[src/rtl/fpu_divide_iterate.sv]
// Restoring-division core of the float divide path: resolves 27 quotient bits,
// STEPS_PER_CYCLE per clock, between the exponent stage and normalize/round.
package fpu_div_pkg;
  typedef struct packed {
    logic        valid;
    logic        sign;
    logic [50:0] a;
    logic [50:0] b;
    logic [26:0] y;
    logic        nan;
    logic        inf;
    logic        zero;
    logic [9:0]  exponent;
    logic        exp_neg;
    logic [1:0]  mode;
  } fpu_div_result_t;
endpackage

module fpu_divide_iterate
  import fpu_div_pkg::*;
#(
  parameter int STEPS_PER_CYCLE = 1
) (
  input  logic            clk,
  input  logic            rst,
  input  logic            in_valid,
  output logic            in_ready,
  input  fpu_div_result_t in_data,
  output logic            out_valid,
  input  logic            out_ready,
  output fpu_div_result_t out_data,
  output logic            busy,
  output logic [1:0]      dbg_state
);

  localparam int ITERATIONS = 27 / STEPS_PER_CYCLE;
  localparam int CW = (ITERATIONS > 1) ? $clog2(ITERATIONS) : 1;
  localparam logic [CW-1:0] LAST_CNT = CW'(ITERATIONS - 1);

  if (!(STEPS_PER_CYCLE == 1 || STEPS_PER_CYCLE == 3 ||
        STEPS_PER_CYCLE == 9 || STEPS_PER_CYCLE == 27)) begin : g_bad_steps
    $error("fpu_divide_iterate: STEPS_PER_CYCLE must be 1, 3, 9 or 27");
  end

  // Handshakes: a transfer happens on a rising edge where valid and ready are
  // both high; valid and data are held until that edge, ready never waits on valid.
  typedef enum logic [1:0] {IDLE = 2'd0, ITERATE = 2'd1, DONE = 2'd2} state_t;

  state_t          state;
  logic [CW-1:0]   cnt;
  fpu_div_result_t work;

  logic [50:0] a_n;
  logic [50:0] b_n;
  logic [26:0] y_n;

  // Quotient bits arrive MSB first; shifting them in leaves y aligned after 27 steps.
  always_comb begin
    a_n = work.a;
    b_n = work.b;
    y_n = work.y;
    for (int k = 0; k < STEPS_PER_CYCLE; k++) begin
      if (b_n <= a_n) begin
        a_n = a_n - b_n;
        y_n = {y_n[25:0], 1'b1};
      end else begin
        y_n = {y_n[25:0], 1'b0};
      end
      b_n = b_n >> 1;
    end
  end

  always_ff @(posedge clk or negedge rst) begin
    if (!rst) begin
      state     <= IDLE;
      cnt       <= '0;
      work      <= '0;
      in_ready  <= 1'b1;
      out_valid <= 1'b0;
      busy      <= 1'b0;
    end else begin
      case (state)
        IDLE: begin
          if (in_valid) begin
            work       <= in_data;
            work.y     <= '0;
            work.valid <= 1'b1;
            cnt        <= '0;
            in_ready   <= 1'b0;
            busy       <= 1'b1;
            if (in_data.nan | in_data.inf | in_data.zero) begin
              state     <= DONE;
              out_valid <= 1'b1;
            end else begin
              state <= ITERATE;
            end
          end
        end
        ITERATE: begin
          work.a <= a_n;
          work.b <= b_n;
          work.y <= y_n;
          cnt    <= cnt + CW'(1);
          if (cnt == LAST_CNT) begin
            state     <= DONE;
            out_valid <= 1'b1;
          end
        end
        DONE: begin
          if (out_ready) begin
            state     <= IDLE;
            out_valid <= 1'b0;
            busy      <= 1'b0;
            in_ready  <= 1'b1;
          end
        end
        default: begin
          state     <= IDLE;
          in_ready  <= 1'b1;
          out_valid <= 1'b0;
          busy      <= 1'b0;
        end
      endcase
    end
  end

  assign out_data  = work;
  assign dbg_state = state;

endmodule

[config.mk]
export PLATFORM = sky130hd
export DESIGN_NAME = fpu_divide_iterate
export DESIGN_NICKNAME = d
export VERILOG_FILES = /design/src/rtl/fpu_divide_iterate.sv
export SDC_FILE = /design/constraint.sdc
export NUM_CORES = 1
export LEC_CHECK = 0
export ABC_CLOCK_PERIOD_IN_PS = 4800
export CAP_MARGIN = 20
export CORE_ASPECT_RATIO = 1.5
export CORE_MARGIN = 5
export CORE_UTILIZATION = 49
export CTS_CLUSTER_SIZE = 8
export DETAILED_ROUTE_END_ITERATION = 7
export PLACE_DENSITY_LB_ADDON = 0.05
export REMOVE_ABC_BUFFERS = 1
export SLEW_MARGIN = 20
export SYNTH_ARGS = -nofsm -noshare
export SYNTH_HDL_FRONTEND = slang
export SYNTH_SLANG_ARGS = --single-unit
[constraint.sdc]
create_clock -name clk -period 4.8 [get_ports clk]
set_input_delay 0.72 -clock clk [delete_from_list [all_inputs] [get_ports clk]]
set_output_delay 0.72 -clock clk [all_outputs]
set_load 0.05 [all_outputs]
Yosys cells after proc, flatten, opt, wreduce, memory -nomap -nowiden
Index checks and enable logic that the tools add are counted.

Flip-flop bits (word level): 157. Input bits: 151. Word-level logic and storage cells: 59.

Add/subtract/negate cells: 2. Order comparisons: 1. Eq/ne operators: 8. Muxes and demuxes: 21. Bitwise logic cells: 3. Reduce and logical (&&, ||, !) cells: 8.

Operators by type and width (count): 129-bit one-hot mux with 2 select lines (1); 145-bit two-way mux (1); 51-bit less-or-equal comparator (1); 51-bit two-way mux (1); 51-bit subtractor (1); 2-bit != test, second input constant (5); 5-bit one-hot mux with 2 select lines (1); 1-bit one-hot mux with 3 select lines (3); 3-bit AND reduction (3); 1-bit two-way mux (8); 2-bit two-way mux (4); 2-bit one-hot mux with 3 select lines (1); 5-bit by 1-bit adder with 5-bit output, second input constant (1); 5-bit equality test, second input constant (1); 5-bit two-way mux (1); 2-bit AND reduction (2); 4-bit AND reduction (1); 2-bit by 1-bit equality test with 1-bit output, second input constant (1); 2-bit equality test, second input constant (1); 2-bit zero test (1); 1-bit bitwise OR (2); 2-bit nonzero test (1); 1-bit NOT (1).

Logic depth before layout (Yosys ltp)
Gate-level depths: netlist of the first run.

Depth in word-level cells: 5. Depth in mapped cells: 15.

Worst setup path before layout of the first run
No wires, ideal clock.

Path type: register -> register. Start point: register work, in the netlist out_data[66]. End point: register work, in the netlist out_data[138]. Setup time: 0.124 ns. Data arrival time: 3.178 ns. Data required time: 4.676 ns. Slack: 1.498 ns. Stages on the path, launching flop included: 15. Clock period less this slack: 3.302 ns. Cell sequence: dfrtp_1 > inv_1 > ha_1 > buf_2 > nand4_1 > or3_1 > a2bb2oi_1 > and4_1 > a211o_1 > o221ai_4 > a41o_2 > a21boi_2 > xnor2_2 > a22oi_1 > a21oi_2.

Cells in the longest elaborated chain, start to end: 3. Elaborated cells on any way between the ends: 6.

RTL lines: start, declared (line 51) `fpu_div_result_t work;`; start signal, assigned (line 85) `work <= in_data;`; 51-bit subtractor or 51-bit less-or-equal comparator (tied branches) (line 64, 63); 51-bit two-way mux or 2-bit != test (tied branches); 129-bit one-hot mux with 2 select lines or 3-bit AND reduction (tied branches).

Parallel ways exist; a longest one is shown, timed or not. The select of a mux whose other input is x is not followed. A chain may end at the register's enable or synchronous reset.

Final worst setup path of the first run
Start point: register work, in the netlist out_data[44]. End point: register work, in the netlist out_data[99].

The elaborated chain is that of the path after synthesis.

==> results.cfg, run 1 <==
[placed_design]
place_ws_ns = 0.840
io_buffers = 274
gp_congestion = 0.901
dp_cells = 1591
dp_hpwl_mm = 23.2

[yosys]
syn_area_um2 = 9930
ys_seq_elements = 157
yosys.area_share.xor_xnor = 0.0422
synth_top_family_by_area = compound AO/OA/AOI/OAI gates
synth_fa_ha_area_frac = 0.0688
synth_mux_area_frac = 0.0214
yosys.area.top_type = dfrtp_1
synth_edf_count = 0
synth_area_per_cell_um2 = 8.84
ys_types = 67
synthTopCellsByCount = dfrtp_1 (156), nor2_1 (101), a21oi_1 (96)
synth.most_common_cell = dfrtp_1
synth-simple-area-share = 0.124
yosys_warnings = 0
synth_ff_type = dfrtp_1
yosysTopAreaCellShare = 0.393
yosysSeqAreaShare = 0.396
async_reset_ff_frac = 1.00
synth_compound_area_frac = 0.290
synthTopCellsByArea = dfrtp_1 (39%), ha_1 (6.7%), a21oi_1 (4.8%)
syn_inst = 1123

[sta]
slew_viol_final = 0
hold_viol_final = 0
grt_setup_unrepaired = no
finalSetupViolations = 0
fin_ws_ns = 0.811
period_needed_ns = 3.99
fin_crit_sh = 0.831
worst_slew_pin_slew_ns = 0.987
fmax_mhz = 251
slew_headroom = 0.341
fin_skew_ns = 0.0161

[floorplanning]
floorplan.core_area_um2 = 19900
start_util = 0.500
fp-row-count = 63
io-pin-count = 303
dieArea_um2 = 23300
die_h_um = 184
die_w_um = 126

[final_layout]
drive_above_1_share = 0.0675
instances_no_fill = 1625
syn_to_final_growth_pct = 35.0
nets = 1555
final_util = 0.675

[clocking]
holdBufCountCts = 0
post_cts_buffers = 0
clk_root_buffer_cell = clkbuf_16
cts.sinks = 157
numCtsBuffers = 17
postCtsResizedCells = 0
insertion_delay_ns = 0.44
h-tree-depth = 4
cts_tree = yes
clock_path_buffers = 2
clkTransAtPathRegs_ns = 0.08

[routing]
route.vias.total = 9447
drt-wirelength-per-cell_um = 19.7
via_per_inst = 5.81
drtAntennaViolNets = 0
drt-initial-drc-count = 589
dr.pass1.iters = 5
route.detailed.drc = 0
wirelength_mm = 31.9

[status]
status = completed

[worst_setup_path]
path_max_fanout = 65
cp-end-kind = flop
critical_path_class = reg2reg
worstPathRequired_ns = 5.17
worst_setup_path_start_kind = flop
arrival_ns = 4.35

[grt]
grt_pass1_wl_mm = 50.8
antenna_found_initial = 1
grt_usage = 0.271
grt_pass1_vias = 9768
overflow = 0
grt_max_degree = 97

[power_and_ir_drop]
vdd_ir_drop_max_uv = 523
leakagePower_uw = 0.00573
powerDensity_nw_per_um2 = 887

[flow_run]
maxCapViolations = 0

[worst_hold_path]
hold_class = in2async
## layout make-up
| type | count | area [um^2] |
|---|---|---|
| Clock inverter | 15 | 153 |
| Sequential cell | 157 | 3930 |
| Multi-Input combinational cell | 821 | 5460 |
| Inverter | 66 | 248 |
| Timing Repair Buffer | 287 | 2850 |
| Clock buffer | 17 | 425 |
| Tap cell | 260 | 325 |
| Antenna cell | 2 | 5.00 |
| Fill cell | 1702 | 6460 |
## per-layer routing
layer	GRT usage	vias to the layer above	part of all wire
li1	-	4536	-
met1	0.295	4559	0.37
met2	0.505	276	0.53
met3	0.0612	76	0.056
met4	0.109	0	0.038
met5	0	-	0
## through the flow
stage	setup TNS (ns)	area (um^2)	total power [uW]	hold slack (ns)
after detailed placement	0	12800	10500	0.457
after global placement	0	12800	10400	0.455
final	0	13400	11900	0.377
after floorplan	-0.495	9600	8140	0.424
after CTS	0	13400	11900	0.419
after global routing	0	13400	12700	0.456
## path summary, 6_finish.rpt
path | startpoint | to | slack [ns] | depth (start not counted)
min reg2reg | out_data[146]$_DFFE_PN0P_ | out_data[146]$_DFFE_PN0P_ | 0.49 | 1
max | out_data[44]$_DFFE_PN0P_ | out_data[99]$_DFFE_PN0P_ | 0.81 | 14
max reg2reg | out_data[44]$_DFFE_PN0P_ | out_data[99]$_DFFE_PN0P_ | 0.81 | 14
min | rst | out_data[21]$_DFFE_PN0P_ | 0.38 | 1
min in group clk | out_data[146]$_DFFE_PN0P_ | out_data[146]$_DFFE_PN0P_ | 0.49 | 1
max in group asynchronous | rst | out_data[139]$_DFFE_PN0P_ | 3.41 | 2
## where the power goes
group	switching, uW	internal (uW)	total, uW	leakage (uW)
registers	499	1820	2320	0.00192
logic	5160	3060	8220	0.00353
clock network	648	693	1340	0.000280
total	6310	5570	11900	0.00573
## worst max-delay path: stages, from the launching register on
cell	delay [ns]
dfrtp_1	0.40
inv_1	0.12
ha_1	0.33
nor2b_1	0.20
o2111ai_1	0.18
a311oi_1	0.62
and3_1	0.31
o21ai_2	0.13
o22ai_2	0.20
nand3_1	0.13
a21o_1	0.30
o21ai_4	0.37
buf_12	0.35
nor2_1	0.07
a31oi_1	0.15
## kinds of logic (layout without fill, tap and decap cells)
logic type | Yosys count | in the layout
DFF | 157 | 157
other | 0 | 2
AOI/OAI and AO/OA | 426 | 426
and+or+nand+nor | 275 | 275
muxes | 19 | 19
xor gates and xnor gates | 47 | 47
adders and majority gates | 54 | 54
buffers and inverters | 145 | 385
## placed cells by master, fill, tap and decap left out, types with 6 or more instances in the layout
cell type and instances:
clkdlybuf4s50_1 272, dfrtp_1 154, nor2_1 100, a21oi_1 96, nand2_1 85, o21ai_0 79, inv_1 66, a22oi_1 61
ha_1 53, a31oi_1 40, a2bb2oi_1 32, a22o_1 28, a21o_1 27, xor2_1 25, nand3_1 21, xnor2_1 21
mux2_2 18, clkbuf_16 17, nand4_1 14, buf_4 12, nor3_1 9, o21bai_1 9, and3_1 8, a211oi_1 6
nand2b_1 6, and2_1 6
## flip-flops by register name, indices dropped and copies added, names as in the netlist
name       count
out_valid      1
busy           1
in_ready       1
out_data     147
dbg_state      2
cnt            5
Power figures use the tool's default switching activity.
==> run 2, diff against run 1 <==
--- a/config.mk
+++ b/config.mk
@@ -5,11 +5,11 @@
 export SDC_FILE = /design/constraint.sdc
 export NUM_CORES = 1
 export LEC_CHECK = 0
-export ABC_CLOCK_PERIOD_IN_PS = 4800
+export ABC_CLOCK_PERIOD_IN_PS = 4200
 export CAP_MARGIN = 20
 export CORE_ASPECT_RATIO = 1.5
 export CORE_MARGIN = 5
-export CORE_UTILIZATION = 49
+export CORE_UTILIZATION = 48
 export CTS_CLUSTER_SIZE = 8
 export DETAILED_ROUTE_END_ITERATION = 7
 export PLACE_DENSITY_LB_ADDON = 0.05
==> constraint.sdc (replaced) <==
create_clock -name clk -period 4.2 [get_ports clk]
set_input_delay 0.63 -clock clk [delete_from_list [all_inputs] [get_ports clk]]
set_output_delay 0.63 -clock clk [all_outputs]
set_load 0.05 [all_outputs]
==> results.cfg, run 2 (synthesis results as in run 1) <==
[status]
status = completed

[sta]
fmax_mhz = 265
hold_viol_final = 0
fin_ws_ns = 0.422
worst_slew_pin_slew_ns = 0.925
finalSetupViolations = 0
fin_skew_ns = 0.00964
grt_setup_unrepaired = no
slew_viol_final = 0
tns_ns = 0
fin_crit_sh = 0.900
period_needed_ns = 3.78
slew_headroom = 0.384

[worst_setup_path]
critical_path_class = reg2reg
arrival_ns = 4.13
crit_chain = inv_1 -> ha_1 -> nor2b_1 -> o2111ai_1 -> a311oi_1 -> and3_1 -> o21ai_2 -> o22ai_2 -> nand3_1 -> a21o_1 -> o21ai_4 -> buf_12 -> nor2_1 -> a31oi_1
cp-end-kind = flop
cp_num_buf_inv = 2
timing.critical_path.slowest_stage_cell = a311oi_1
path_max_fanout = 72
worst_setup_path_start_kind = flop
worstPathRequired_ns = 4.56
max_stage_delay_ns = 0.65
path_delay_family = compound AO/OA/AOI/OAI gates

[grt]
grt_max_degree = 94
antenna_found_initial = 2
grt_usage = 0.270
grt_pass1_vias = 9497
grt_pass1_wl_mm = 50.4
overflow = 0

[final_layout]
fillers = 1771
largest_reg_flops = 147
drive_above_1_share = 0.0688
final_util = 0.660
final_cell_mix = clkdlybuf4s50_1 (272), dfrtp_1 (154), nor2_1 (100)
final_common_cell = clkdlybuf4s50_1
instances_no_fill = 1632
syn_to_final_growth_pct = 35.8
final_area_um2 = 13500
nets = 1558

[floorplanning]
floorplan.core_area_um2 = 20400
dieArea_um2 = 23700
fp-row-count = 64
die_h_um = 186
die_w_um = 127
start_util = 0.486
io-pin-count = 303

[clocking]
post_cts_buffers = 0
holdBufCountCts = 0
clk_root_buffer_cell = clkbuf_16
h-tree-depth = 4
cts.sinks = 157
clkTransAtPathRegs_ns = 0.07
postCtsResizedCells = 0
numCtsBuffers = 17
cts_tree = yes
clock_path_buffers = 2
insertion_delay_ns = 0.44

[routing]
m1WireLength_mm = 12.3
drt-wirelength-per-cell_um = 19.7
route.detailed.drc = 0
wl_met3_mm = 1.81
wirelength_mm = 32.2
drtAntennaViolNets = 0
top_layer_used = met5
dr.pass1.iters = 5
drt-initial-drc-count = 467
route.vias.total = 9455
route.met2.wl_mm = 17.1
via_per_inst = 5.79

[placed_design]
gp_congestion = 0.881
io_buffers = 274
place_ws_ns = 0.468
dp_cells = 1598
dpl_cell_area_um2 = 12900
dp_hpwl_mm = 23.6

[power_and_ir_drop]
leakagePower_uw = 0.00575
vdd_ir_drop_max_uv = 606
powerDensity_nw_per_um2 = 1010

[worst_hold_path]
hold_class = in2async

[flow_run]
maxCapViolations = 0
run 2: cell types whose count changed in the layout (fill, tap and decap cells not counted), sizes merged:
| cell | previous run | this run |
|---|---|---|
| inv | 74 | 68 |
| bufinv | 0 | 3 |
| clkinv | 5 | 2 |
| buf | 15 | 18 |
| clkbuf | 17 | 19 |
| clkinvlp | 2 | 6 |
run 2: through the flow:
step / total power [uW] / hold WS [ns]
final: 13700 / 0.281
after global routing: 14600 / 0.352
after CTS: 13700 / 0.324
after detailed placement: 12000 / 0.485
after global placement: 11900 / 0.456
after floorplan: 9300 / 0.334
run 2: metal layers:
layer	vias up	GRT usage
met5	-	0
met4	2	0.101
met3	57	0.0574
met2	277	0.501
met1	4587	0.301
li1	4532	-
run 2: worst reg2reg max path: stages, from the launching register on:
cell and delay (ns):
dfrtp_1 0.39, inv_1 0.11, ha_1 0.34, nor2b_1 0.17, o2111ai_1 0.17, a311oi_1 0.65
and3_1 0.32, o21ai_2 0.12, o22ai_2 0.19, nand3_1 0.13, a21o_1 0.30, o21ai_4 0.19
buf_12 0.34, nor2_1 0.11, a31oi_1 0.16
run 2: path summary, 6_finish.rpt:
path                                           startpoint                        end  slack [ns]  cells after the start
worst max-delay path             out_data[44]$_DFFE_PN0P_   out_data[99]$_DFFE_PN0P_        0.42                     14
worst min-delay path                                  rst   out_data[21]$_DFFE_PN0P_        0.28                      1
worst max register to register   out_data[44]$_DFFE_PN0P_   out_data[99]$_DFFE_PN0P_        0.42                     14
worst min register to register  out_data[146]$_DFFE_PN0P_  out_data[146]$_DFFE_PN0P_        0.50                      1
max in group asynchronous                             rst  out_data[117]$_DFFE_PN0P_        3.03                      2
min in group clk                out_data[146]$_DFFE_PN0P_  out_data[146]$_DFFE_PN0P_        0.50                      1
run 2: area by class of cell:
class	instances	area (um^2)	area share
sequential	157	3930	0.292
timing repair buffer	290	2900	0.215
inverter	66	248	0.0184
clock buffer	19	443	0.0329
clock inverter	13	165	0.0123
multi-input combinational	821	5460	0.405
antenna	2	5.00	0.000371
tap	264	330	0.0245
run 2: where the power goes:
part,leakage (uW),internal (uW),switching [uW],total [uW]
Clock,0.000280,953,673,1630
Combinational,0.00355,3500,5850,9350
Sequential,0.00192,2080,595,2680
Total,0.00575,6540,7110,13700
==> run 3, diff against run 2 <==
--- a/config.mk
+++ b/config.mk
@@ -5,11 +5,12 @@
 export SDC_FILE = /design/constraint.sdc
 export NUM_CORES = 1
 export LEC_CHECK = 0
-export ABC_CLOCK_PERIOD_IN_PS = 4200
 export CAP_MARGIN = 20
+export CELL_PAD_IN_SITES_DETAIL_PLACEMENT = 1
+export CELL_PAD_IN_SITES_GLOBAL_PLACEMENT = 2
 export CORE_ASPECT_RATIO = 1.5
 export CORE_MARGIN = 5
-export CORE_UTILIZATION = 48
+export CORE_UTILIZATION = 28
 export CTS_CLUSTER_SIZE = 8
 export DETAILED_ROUTE_END_ITERATION = 7
 export PLACE_DENSITY_LB_ADDON = 0.05
==> results.cfg, run 3 (synthesis results as in run 1) <==
[placed_design]
gp_congestion = 0.777
dp_hpwl_mm = 29.4
dp_cells = 1815
io_buffers = 274

[floorplanning]
die_h_um = 241
floorplan.core_area_um2 = 35100
fp-row-count = 84
io-pin-count = 303
die_w_um = 164
start_util = 0.283
dieArea_um2 = 39400

[routing]
drt-initial-drc-count = 435
drt-wirelength-per-cell_um = 21.3
via_per_inst = 5.12
dr.pass1.iters = 4
route.met2.wl_mm = 21.8
wl_met3_mm = 1.72
route.detailed.drc = 0
top_layer_used = met5
drtAntennaViolNets = 0
wirelength_mm = 39.4
route.vias.total = 9459
m1WireLength_mm = 15.0

[flow_run]
maxCapViolations = 0

[clocking]
insertion_delay_ns = 0.45
clock_path_buffers = 2
holdBufCountCts = 0
postCtsResizedCells = 0
post_cts_buffers = 0
cts.sinks = 157
h-tree-depth = 4
numCtsBuffers = 17
cts_tree = yes
clk_root_buffer_cell = clkbuf_16
clkTransAtPathRegs_ns = 0.07

[grt]
grt_usage = 0.200
grt_pass1_vias = 10300
grt_max_degree = 81
overflow = 0
antenna_found_initial = 3
grt_pass1_wl_mm = 60.6

[worst_hold_path]
hold_class = in2async

[worst_setup_path]
cp-end-kind = flop
path_max_fanout = 39
arrival_ns = 3.96
worstPathRequired_ns = 4.56
worst_setup_path_start_kind = flop
critical_path_class = reg2reg

[final_layout]
final_common_cell = clkdlybuf4s50_1
nets = 1566
largest_reg_flops = 147
fillers = 4137
drive_above_1_share = 0.0757
seq_area_um2 = 3930
final_cell_mix = clkdlybuf4s50_1 (272), dfrtp_1 (154), nor2_1 (100)
syn_to_final_growth_pct = 38.6
multi_input_area_um2 = 5470
instances_no_fill = 1848

[power_and_ir_drop]
leakagePower_uw = 0.00579
power_uw = 13900
vdd_ir_drop_max_uv = 434
powerDensity_nw_per_um2 = 1010

[sta]
fmax_mhz = 278
slew_viol_final = 0
fin_crit_sh = 0.856
grt_setup_unrepaired = no
period_needed_ns = 3.59
slew_headroom = 0.459
finalSetupViolations = 0
worst_slew_pin_slew_ns = 0.812
hold_viol_final = 0
fin_skew_ns = 0.0118

[status]
status = completed
## run 3: cell count changes in the layout (fill, tap and decap cells not counted)
cell / delta
inv_6: +5
clkinvlp_4: -4
diode_2: -1
bufinv_16: -3
nor2b_4: +1
nor2b_1: -1
clkbuf_1: -1
inv_8: +3
buf_4: +8
## run 3: stage by stage
stage / worst slack (ns) / util / hold WS [ns] / setup TNS, ns / cell area (um^2)
2_1_floorplan: -0.950 / - / 0.334 / -47.97 / 9600
3_3_place_gp: 0.620 / 0.376 / 0.452 / 0 / 13200
3_5_place_dp: 0.547 / 0.376 / 0.461 / 0 / 13200
4_1_cts: 0.515 / 0.392 / 0.240 / 0 / 13800
5_1_grt: 0.310 / 0.392 / 0.284 / 0 / 13800
6_report: 0.606 / 0.392 / 0.225 / 0 / 13800
## run 3: where the power goes
part / switching [uW] / internal, uW / leakage, uW
clock: 759 / 797 / 0.000276
combinational: 6090 / 3560 / 0.00359
sequential: 586 / 2080 / 0.00192
total: 7430 / 6440 / 0.00579
## run 3: cell type report
| cell class | count | share of cell area |
|---|---|---|
| antenna | 1 | 0.000182 |
| multi-input combinational | 821 | 0.397 |
| timing repair buffer | 298 | 0.215 |
| clock inverter | 14 | 0.00891 |
| sequential | 157 | 0.286 |
| clock buffer | 18 | 0.0319 |
| tap | 473 | 0.0430 |
| inverter | 66 | 0.0180 |
## run 3: final timing paths
kind                                      startpoint                         to  slack (ns)  depth (start not counted)
min in group clk           out_data[146]$_DFFE_PN0P_  out_data[146]$_DFFE_PN0P_        0.47                          1
setup reg to reg            out_data[44]$_DFFE_PN0P_  out_data[108]$_DFFE_PN0P_        0.61                         15
setup / recovery            out_data[44]$_DFFE_PN0P_  out_data[108]$_DFFE_PN0P_        0.61                         15
max in group asynchronous                        rst  out_data[129]$_DFFE_PN0P_        3.00                          2
hold reg to reg            out_data[146]$_DFFE_PN0P_  out_data[146]$_DFFE_PN0P_        0.47                          1
hold / removal                                   rst   out_data[26]$_DFFE_PN0P_        0.22                          1
## run 3: metal layers
layer | vias to the layer above | track usage
met5 | - | 0
met4 | 4 | 0.0552
li1 | 4545 | -
met1 | 4700 | 0.218
met3 | 37 | 0.0422
met2 | 173 | 0.385
## run 3: critical path, cell delays in order (launching register included)
cell and delay [ns]:
dfrtp_1 0.40, inv_1 0.11, ha_1 0.34, nor2b_1 0.19
o2111ai_1 0.17, a311oi_1 0.38, buf_4 0.20, and3_1 0.22
o21ai_2 0.12, o22ai_2 0.22, nand3_1 0.14, a21o_1 0.25
o21ai_4 0.24, buf_12 0.28, nor2_1 0.06, a31oi_1 0.15
